[config.mk]
export PLATFORM = sky130hd
export DESIGN_NAME = aximm_window_ctrl
export DESIGN_NICKNAME = d
export VERILOG_FILES = /design/src/rtl/aximm_window_ctrl.sv
export SDC_FILE = /design/constraint.sdc
export NUM_CORES = 1
export LEC_CHECK = 0
export CAP_MARGIN = 30
export CORE_MARGIN = 4
export CORE_UTILIZATION = 50
export DETAILED_ROUTE_END_ITERATION = 12
export DONT_BUFFER_PORTS = 1
export PLACE_DENSITY = 0.68
export SETUP_SLACK_MARGIN = 0.2
export SLEW_MARGIN = 20
export SYNTH_ARGS = -nofsm -noshare
export SYNTH_HDL_FRONTEND = slang
export SYNTH_SLANG_ARGS = --single-unit
[constraint.sdc]
create_clock -name clk -period 2.7 [get_ports clk]
set_input_delay 0.27 -clock clk [delete_from_list [all_inputs] [get_ports clk]]
set_output_delay 0.27 -clock clk [all_outputs]
set_load 0.05 [all_outputs]
[src/rtl/aximm_window_ctrl.sv]
// AXI4-Lite register block owning the aximm_window base address; commits apply only with no bursts in flight.
// Optional feature macro WINCTRL_ALIGN_EN: pending[WIN_ALIGN-1:0] is forced to 0 and misaligned PEND_LO writes return SLVERR.
module aximm_window_ctrl #(
  parameter logic [63:0] RESET_WINDOW = 64'h0,
  parameter int unsigned CW           = 8,
  parameter int unsigned WIN_ALIGN    = 12
) (
  input  logic        clk,
  input  logic        resetn,
  input  logic [3:0]  S_AXI_AWADDR,
  input  logic        S_AXI_AWVALID,
  output logic        S_AXI_AWREADY,
  input  logic [31:0] S_AXI_WDATA,
  input  logic [3:0]  S_AXI_WSTRB,
  input  logic        S_AXI_WVALID,
  output logic        S_AXI_WREADY,
  output logic [1:0]  S_AXI_BRESP,
  output logic        S_AXI_BVALID,
  input  logic        S_AXI_BREADY,
  input  logic [3:0]  S_AXI_ARADDR,
  input  logic        S_AXI_ARVALID,
  output logic        S_AXI_ARREADY,
  output logic [31:0] S_AXI_RDATA,
  output logic [1:0]  S_AXI_RRESP,
  output logic        S_AXI_RVALID,
  input  logic        S_AXI_RREADY,
  input  logic        mon_aw_hs,
  input  logic        mon_b_hs,
  input  logic        mon_ar_hs,
  input  logic        mon_rlast_hs,
  output logic [63:0] window_addr,
  output logic        window_hold
);
  typedef enum logic [1:0] {ST_IDLE = 2'd0, ST_PEND = 2'd1, ST_APPLY = 2'd2} state_t;

  localparam logic [1:0]    RESP_OKAY   = 2'b00;
  localparam logic [1:0]    RESP_SLVERR = 2'b10;
  localparam logic [CW-1:0] CNT_ZERO    = {CW{1'b0}};
  localparam logic [CW-1:0] CNT_MAX     = {CW{1'b1}};
  localparam logic [CW-1:0] CNT_ONE     = CW'(1);
`ifdef WINCTRL_ALIGN_EN
  localparam logic [63:0] ALIGN_MASK = ~((64'd1 << WIN_ALIGN) - 64'd1);
`else
  localparam logic [63:0] ALIGN_MASK = {64{1'b1}};
`endif

  function automatic logic [31:0] merge_strb(input logic [31:0] old_v, input logic [31:0] new_v,
                                             input logic [3:0] strb);
    logic [31:0] res;
    for (int i = 0; i < 4; i++) begin
      res[i*8 +: 8] = strb[i] ? new_v[i*8 +: 8] : old_v[i*8 +: 8];
    end
    return res;
  endfunction

  function automatic logic [7:0] ext8(input logic [CW-1:0] v);
    logic [CW+7:0] wide;
    wide = {8'h00, v};
    return wide[7:0];
  endfunction

  // Simultaneous increment and decrement cancel; the count never wraps.
  function automatic logic [CW-1:0] next_count(input logic [CW-1:0] cnt, input logic inc, input logic dec);
    logic [CW-1:0] res;
    res = cnt;
    if (inc && !dec && cnt != CNT_MAX) res = cnt + CNT_ONE;
    if (dec && !inc && cnt != CNT_ZERO) res = cnt - CNT_ONE;
    return res;
  endfunction

  logic          awready_r, wready_r, arready_r, bvalid_r, rvalid_r;
  logic [1:0]    bresp_r, rresp_r;
  logic [31:0]   rdata_r, wdata_r;
  logic          aw_held_r, w_held_r;
  logic [1:0]    aw_idx_r;
  logic [3:0]    wstrb_r;
  logic [63:0]   pending_r, window_r;
  logic [CW-1:0] wr_out_r, rd_out_r;
  logic          hold_r;
  state_t        state_r, state_n;

  logic          aw_hs_s, w_hs_s, ar_hs_s, wr_fire_s;
  logic          aw_held_n, w_held_n, bvalid_n, rvalid_n;
  logic [31:0]   lo_new_s, hi_new_s, status_s, rd_mux_s;
  logic          misaligned_s, commit_s;
  logic          unused_s;

  assign unused_s = ^{S_AXI_AWADDR[1:0], S_AXI_ARADDR[1:0]};

  // Channel handshakes, next-state of the AXI4-Lite flags, write merge and read mux.
  always_comb begin
    aw_hs_s      = S_AXI_AWVALID & awready_r;
    w_hs_s       = S_AXI_WVALID & wready_r;
    ar_hs_s      = S_AXI_ARVALID & arready_r;
    wr_fire_s    = aw_held_r & w_held_r;
    aw_held_n    = (aw_held_r | aw_hs_s) & ~wr_fire_s;
    w_held_n     = (w_held_r | w_hs_s) & ~wr_fire_s;
    bvalid_n     = wr_fire_s | (bvalid_r & ~S_AXI_BREADY);
    rvalid_n     = ar_hs_s | (rvalid_r & ~S_AXI_RREADY);
    lo_new_s     = merge_strb(pending_r[31:0], wdata_r, wstrb_r);
    hi_new_s     = merge_strb(pending_r[63:32], wdata_r, wstrb_r);
    misaligned_s = (aw_idx_r == 2'd0) & (|(lo_new_s & ~ALIGN_MASK[31:0]));
    commit_s     = wr_fire_s & (aw_idx_r == 2'd2) & wstrb_r[0] & wdata_r[0];
    status_s     = {8'h00, ext8(rd_out_r), ext8(wr_out_r), 6'b000000,
                    (wr_out_r == CNT_ZERO) & (rd_out_r == CNT_ZERO), state_r != ST_IDLE};
    case (S_AXI_ARADDR[3:2])
      2'd0:    rd_mux_s = pending_r[31:0];
      2'd1:    rd_mux_s = pending_r[63:32];
      2'd3:    rd_mux_s = status_s;
      default: rd_mux_s = 32'h0000_0000;
    endcase
  end

  // AXI4-Lite handshake flags, latched AW/W beats and registered read data.
  always_ff @(posedge clk or negedge resetn) begin
    if (!resetn) begin
      awready_r <= 1'b0;
      wready_r  <= 1'b0;
      arready_r <= 1'b0;
      bvalid_r  <= 1'b0;
      rvalid_r  <= 1'b0;
      aw_held_r <= 1'b0;
      w_held_r  <= 1'b0;
      aw_idx_r  <= 2'd0;
      wdata_r   <= 32'h0000_0000;
      wstrb_r   <= 4'h0;
      rdata_r   <= 32'h0000_0000;
      rresp_r   <= RESP_OKAY;
    end else begin
      aw_held_r <= aw_held_n;
      w_held_r  <= w_held_n;
      bvalid_r  <= bvalid_n;
      rvalid_r  <= rvalid_n;
      awready_r <= ~bvalid_n & ~aw_held_n;
      wready_r  <= ~bvalid_n & ~w_held_n;
      arready_r <= ~rvalid_n;
      if (aw_hs_s) aw_idx_r <= S_AXI_AWADDR[3:2];
      if (w_hs_s) begin
        wdata_r <= S_AXI_WDATA;
        wstrb_r <= S_AXI_WSTRB;
      end
      if (ar_hs_s) begin
        rdata_r <= rd_mux_s;
        rresp_r <= RESP_OKAY;
      end
    end
  end

  // Pending window register and the write response code.
  always_ff @(posedge clk or negedge resetn) begin
    if (!resetn) begin
      pending_r <= RESET_WINDOW;
      bresp_r   <= RESP_OKAY;
    end else if (wr_fire_s) begin
      case (aw_idx_r)
        2'd0:    pending_r[31:0]  <= lo_new_s & ALIGN_MASK[31:0];
        2'd1:    pending_r[63:32] <= hi_new_s & ALIGN_MASK[63:32];
        default: pending_r        <= pending_r;
      endcase
      bresp_r <= misaligned_s ? RESP_SLVERR : RESP_OKAY;
    end
  end

  // Outstanding-burst counters for the monitored AXI4 path.
  always_ff @(posedge clk or negedge resetn) begin
    if (!resetn) begin
      wr_out_r <= CNT_ZERO;
      rd_out_r <= CNT_ZERO;
    end else begin
      wr_out_r <= next_count(wr_out_r, mon_aw_hs, mon_b_hs);
      rd_out_r <= next_count(rd_out_r, mon_ar_hs, mon_rlast_hs);
    end
  end

  // Commit FSM next state; a new burst starting this cycle blocks the apply.
  always_comb begin
    state_n = state_r;
    case (state_r)
      ST_IDLE: begin
        if (commit_s) state_n = ST_PEND;
        else          state_n = ST_IDLE;
      end
      ST_PEND: begin
        if (wr_out_r == CNT_ZERO && rd_out_r == CNT_ZERO && !mon_aw_hs && !mon_ar_hs) state_n = ST_APPLY;
        else                                                                      state_n = ST_PEND;
      end
      ST_APPLY: state_n = ST_IDLE;
      default:  state_n = ST_IDLE;
    endcase
  end

  // Commit FSM state, live window and hold output.
  always_ff @(posedge clk or negedge resetn) begin
    if (!resetn) begin
      state_r  <= ST_IDLE;
      window_r <= RESET_WINDOW;
      hold_r   <= 1'b0;
    end else begin
      state_r <= state_n;
      hold_r  <= (state_n != ST_IDLE);
      if (state_r == ST_APPLY) window_r <= pending_r;
    end
  end

  assign S_AXI_AWREADY = awready_r;
  assign S_AXI_WREADY  = wready_r;
  assign S_AXI_BRESP   = bresp_r;
  assign S_AXI_BVALID  = bvalid_r;
  assign S_AXI_ARREADY = arready_r;
  assign S_AXI_RDATA   = rdata_r;
  assign S_AXI_RRESP   = rresp_r;
  assign S_AXI_RVALID  = rvalid_r;
  assign window_addr   = window_r;
  assign window_hold   = hold_r;
endmodule
# Word level (Yosys, flattened, before mapping)

Cells that the tools add are included.

$add $sub $neg: 4
Eq/ne operators: 8
Multiplexer cells: 8
Bitwise logic cells: 25
Reductions and logical operators: 34

Operators with widths:

| kind                                             | number |
|---|---|
| one-hot mux 32 bit (3 select lines)              | 1 |
| 2-to-1 mux 8 bit                                 | 4 |
| AND reduction 3 bit                              | 8 |
| adder 8 x 1 -> 8 bit, second input constant      | 2 |
| zero test 8 bit                                  | 2 |
| != test 8 bit, second input constant             | 2 |
| nonzero test 8 bit                               | 2 |
| subtractor 8 x 1 -> 8 bit, second input constant | 2 |
| bitwise AND 1 bit                                | 14 |
| logical AND 1 bit                                | 11 |
| nonzero test 2 bit                               | 4 |
| NOT 1 bit                                        | 7 |
| == test 2 x 1 -> 1 bit, second input constant    | 3 |
| == test 2 bit, second input constant             | 3 |
| zero test 2 bit                                  | 3 |
| zero test 1 bit                                  | 4 |
| bitwise OR 1 bit                                 | 4 |
| one-hot mux 2 bit (2 select lines)               | 1 |
| 2-to-1 mux 2 bit                                 | 1 |
| 2-to-1 mux 1 bit                                 | 1 |

Flip-flop bits (word level): 224
Input port bits: 55
Output and inout bits: 106
Word-level logic and storage cells: 103

# Logic depth before layout (Yosys ltp)

Depth after elaboration: 7
Gate-level depth with buffers: 8
Mapped depth without buffers: 8

# Worst setup path before layout

OpenSTA, ideal clock, no wires.

Path kind: flip-flop to flip-flop
Start: register wr_out_r[0]
End: register wr_out_r[5]
Setup time: 0.064 ns
Data arrival time: 2.609 ns
Data required time: 2.636 ns
Path slack: 0.027 ns
Cell stages (with the launch flop): 9
Buffers on the path: 0
Period minus slack after synthesis: 2.673 ns
Path through: dfrtp_1 > or4_1 > o21ai_2 > inv_1 > ha_1 > o21ai_0 > or4b_2 > o2111ai_1 > mux2_2

Longest elaborated chain between the ends: 3
Elaborated cells between the ends (all ways): 9
Those cells by class: add/sub (2); eq/ne (1); mux (2); reduce/logical (4)

Ends and longest elaborated chain:

| item                                                          | line | text |
|---|---|---|
| start: declaration                                            | 78   | `logic [CW-1:0] wr_out_r, rd_out_r;` |
| start signal: assignment                                      | 170  | `wr_out_r <= next_count(wr_out_r, mon_aw_hs, mon_b_hs);` |
| adder 8 x 1 -> 8 bit (tied with other cells)                  | 66   | `if (inc && !dec && cnt != CNT_MAX) res = cnt + CNT_ONE;` |
| 2-to-1 mux 8 bit (tied with other cells)                      | 66   |  |
| 2-to-1 mux 8 bit / nonzero test 2 bit (equally long branches) | -    |  |

Several ways; a longest one is shown, not always the timed one. The select of a mux whose other input is x is not followed.
A chain may end at the register's enable or synchronous reset.

# Worst setup path in the final report

Start: register wr_out_r[5]
End: register wr_out_r[5]

The elaborated chain is that of the path after synthesis.

==> impl_metrics.tcl <==
set metrics [dict create \
    via_count 5970 \
    ys_types 45 \
    yosysTopAreaCell "dfrtp_1" \
    setup_tns_ps 0 \
    core-area_um2 18800 \
    r2r-end "wr_out_r[5]" \
    cp-endpoint "wr_out_r[5]" \
    relSlewSlack_pct 42.1 \
    clkPwrFrac_pct 27.6 \
    fin_util_pct 61.1 \
    seq_power_share_pct 47.1 \
    cts_tree "yes" \
    skew_ps 14.4 \
    grtUsageTotal_pct 20.9 \
    wl_met2_um 10900 \
    ys_seq_area_share_pct 58.5 \
    dp_hpwl_um 14600 \
    seqCellArea_um2 5610 \
    period_minus_slack_ps 2470 \
    area_delta_synth_final_pct 19.8 \
    wl_per_cell_um 21.5 \
    fin_nets 856 \
    clkSinkCount 224 \
    p_sw_w 0.00418 \
    power_density_nw_per_um2 1090 \
    ir_drop_mv 0.653 \
    antenna_found_initial 0 \
    fin_hold_ws_ps -545 \
    drt_wl_total_um 22300 \
    power_frac_comb_pct 25.3 \
    start_util_pct 51.0 \
    synth_top_area_share_pct 58.5 \
    clock.fmax_ghz 0.405 \
    cp.required_ps 3160 \
    leakagePower_nw 5.35 \
    io_buffers 0 \
    nFillCells 1450 \
    ant_nets 0 \
    clk_path_buf_depth 3 \
    die_w_um 146 \
    cts_root_buf "clkbuf_16" \
    die_y_um 146 \
    syn_area_um2 9580 \
    overflow 0 \
    synthTopCellsByArea "dfrtp_1 59%, mux2_2 20%, mux2i_1 3.9%, o21ai_0 2.4%, nand2_1 2.0%" \
    place_area_um2 10000 \
    synth-edff-count 0 \
    worstSetupPathType "reg -> reg" \
    grt_max_degree 225 \
    r2r-start "wr_out_r[5]" \
    r2r_setup_slack_ps 230 \
    drt_iter0_drc 375 \
    multi_input_area_um2 4020 \
    placementRows 50 \
    hold_buffers 46 \
    hold_viol_final 224 \
    viasPerCell 5.76 \
    cp-start-kind "register" \
    p_int_w 0.00830 \
    drc 0 \
    synth_area_per_cell_um2 13.3 \
    stdcell_area_um2 11500 \
    report.final.setup_viol 0 \
    rsz0062_at_grt "true" \
    cp_data_arrival_time_ps 2930 \
    cts_buffers 24 \
    antenna_cells 0 \
    yosys_warnings 0 \
    crit_path_end_kind "register" \
    worst_pin_slew_ps 866 \
    startpoint "wr_out_r[5]" \
    die_area_um2 21400 \
    switching_share_pct 33.5 \
    grt_pass1_wl_um 36200 \
    period_share_pct 91.4 \
    drive_gt1_share_pct 34.4 \
    clkTransAtPathRegs_ps 60 \
    gp_congestion 0.958 \
    insertion_delay_ps 520 \
    violations "negative hold slack" \
    hold_path.class "in -> async" \
    outcome "complete, but fails checks" \
    synth-async-reset-ratio_pct 100 \
    cp_max_fo 6 \
    r2r_cells 8 \
    ioPinCount 161 \
    slew_violations 0 \
    dr_wl_met3_um 1530 \
    htree_levels 1 \
    wl_met1_um 9340 \
    synth_ff_type "dfrtp_1" \
    grt_pass1_vias 6531 \
    maxUsedRoutingLayer "met4" \
    netlist_instances 720 \
    maxCapViolations 0 \
    ys_ff_latch 224 \
    firstDrtPassIters 4 \
]
==> final cells by class <==
class                      count  share of cell area (%)
sequential                   224                    48.9
multi-input combinational    455                    35.1
clock buffer                  31                    5.81
timing repair buffer          67                    5.61
tap                          234                    2.55
clock inverter                11                    1.48
inverter                      15                   0.556
==> how the worst min path moves through the flow <==
stage	startpoint	to	cells after the start	slack, ps
detailed placement	resetn	wdata_r[30]	0	-20
floorplan	resetn	S_AXI_ARREADY	0	-30
global placement	resetn	window_addr[61]	0	-20
CTS	resetn	wdata_r[30]	0	-570
finish	resetn	wdata_r[30]	0	-540
global route	resetn	wdata_r[30]	0	-580
==> power by group through the flow <==
stage | clock (W) | sequential [W] | combinational [W]
6_report | 0.00344 | 0.00588 | 0.00316
2_1_floorplan | 0 | 0.00573 | 0.00214
5_1_grt | 0.00367 | 0.00603 | 0.00347
4_1_cts | 0.00352 | 0.00589 | 0.00306
3_3_place_gp | 0 | 0.00586 | 0.00269
3_5_place_dp | 0 | 0.00595 | 0.00284
==> Yosys cell counts (5+ instances only) <==
library cell / instances
nor2b_1: 6
a21oi_1: 18
mux2_2: 173
xnor2_1: 6
a21o_1: 5
nand2_1: 50
nand4_1: 8
clkbuf_1: 21
nor3_1: 5
inv_1: 15
mux2i_1: 37
dfrtp_1: 224
nor2_1: 20
nor3b_1: 9
ha_1: 12
nand2b_1: 9
o21ai_0: 46
==> state kept, by name, summed over array words and instances, names as in the netlist <==
register	flops
S_AXI_ARREADY	1
S_AXI_AWREADY	1
S_AXI_BVALID	1
S_AXI_RDATA	32
S_AXI_RVALID	1
S_AXI_WREADY	1
aw_held_r	1
aw_idx_r	2
pending_r	64
rd_out_r	8
state_r	2
w_held_r	1
wdata_r	32
window_addr	64
window_hold	1
wr_out_r	8
wstrb_r	4
==> routing by layer <==
layer	up-vias	GRT usage [%]
li1	2703	-
met1	3076	27.0
met2	155	35.6
met3	36	5.46
met4	0	4.89
met5	-	0
==> worst max-delay path: stages, from the launching register on <==
cell and delay (ps):
dfrtp_1 380, or4_4 560, o21ai_4 220, inv_6 90, ha_4 310, o21ai_2 90
or4b_4 480, o2111ai_1 110, mux2_4 170
==> logic make-up after synthesis <==
kind of cell / Yosys count / synth area share [%]
flops: 224 / 58.5
other cells: 1 / 0.0392
xor+xnor: 6 / 0.549
mux: 210 / 24.2
fa+ha+maj: 14 / 1.99
compound gates: 95 / 5.98
buf+inv: 44 / 1.93
simple gates: 126 / 6.78
==> layout by cell type (no fill, tap or decap), types with 4 or more instances in the layout <==
cell type and n:
a211o_1 4, a21o_1 5, a21oi_1 18, buf_4 19, bufinv_16 4, clkbuf_16 24
clkbuf_8 4, clkinv_2 5, conb_1 4, dfrtp_1 221, dlygate4sd3_1 46, ha_4 10
inv_1 13, mux2_2 172, mux2i_1 37, nand2_1 48, nand2b_1 7, nand4_1 8
nor2_1 20, nor2b_1 5, nor3_1 5, nor3b_1 9, o21ai_0 41, or4_4 5
xnor2_1 6
==> per-stage QoR <==
step | setup slack, ps | power [W] | hold slack (ps) | cells
after global placement | 133 | 0.00855 | -16.4 | 946
after CTS | 218 | 0.0125 | -570 | 1035
final | 231 | 0.0125 | -545 | 1037
after detailed placement | 58.5 | 0.00878 | -18.8 | 946
after floorplan | 198 | 0.00786 | -25.6 | 723
after global routing | 129 | 0.0132 | -578 | 1037
==> repair_timing <==
| item | CTS | global route |
|---|---|---|
| setup buffers | 1 | 2 |
| endpoints found under the setup margin | 7 | 9 |
| gates resized for setup | 19 | 11 |
| hold endpoints to repair | 289 | 224 |
| pin swaps | 1 | 3 |
No activity file was read; power rests on OpenSTA's default activity.
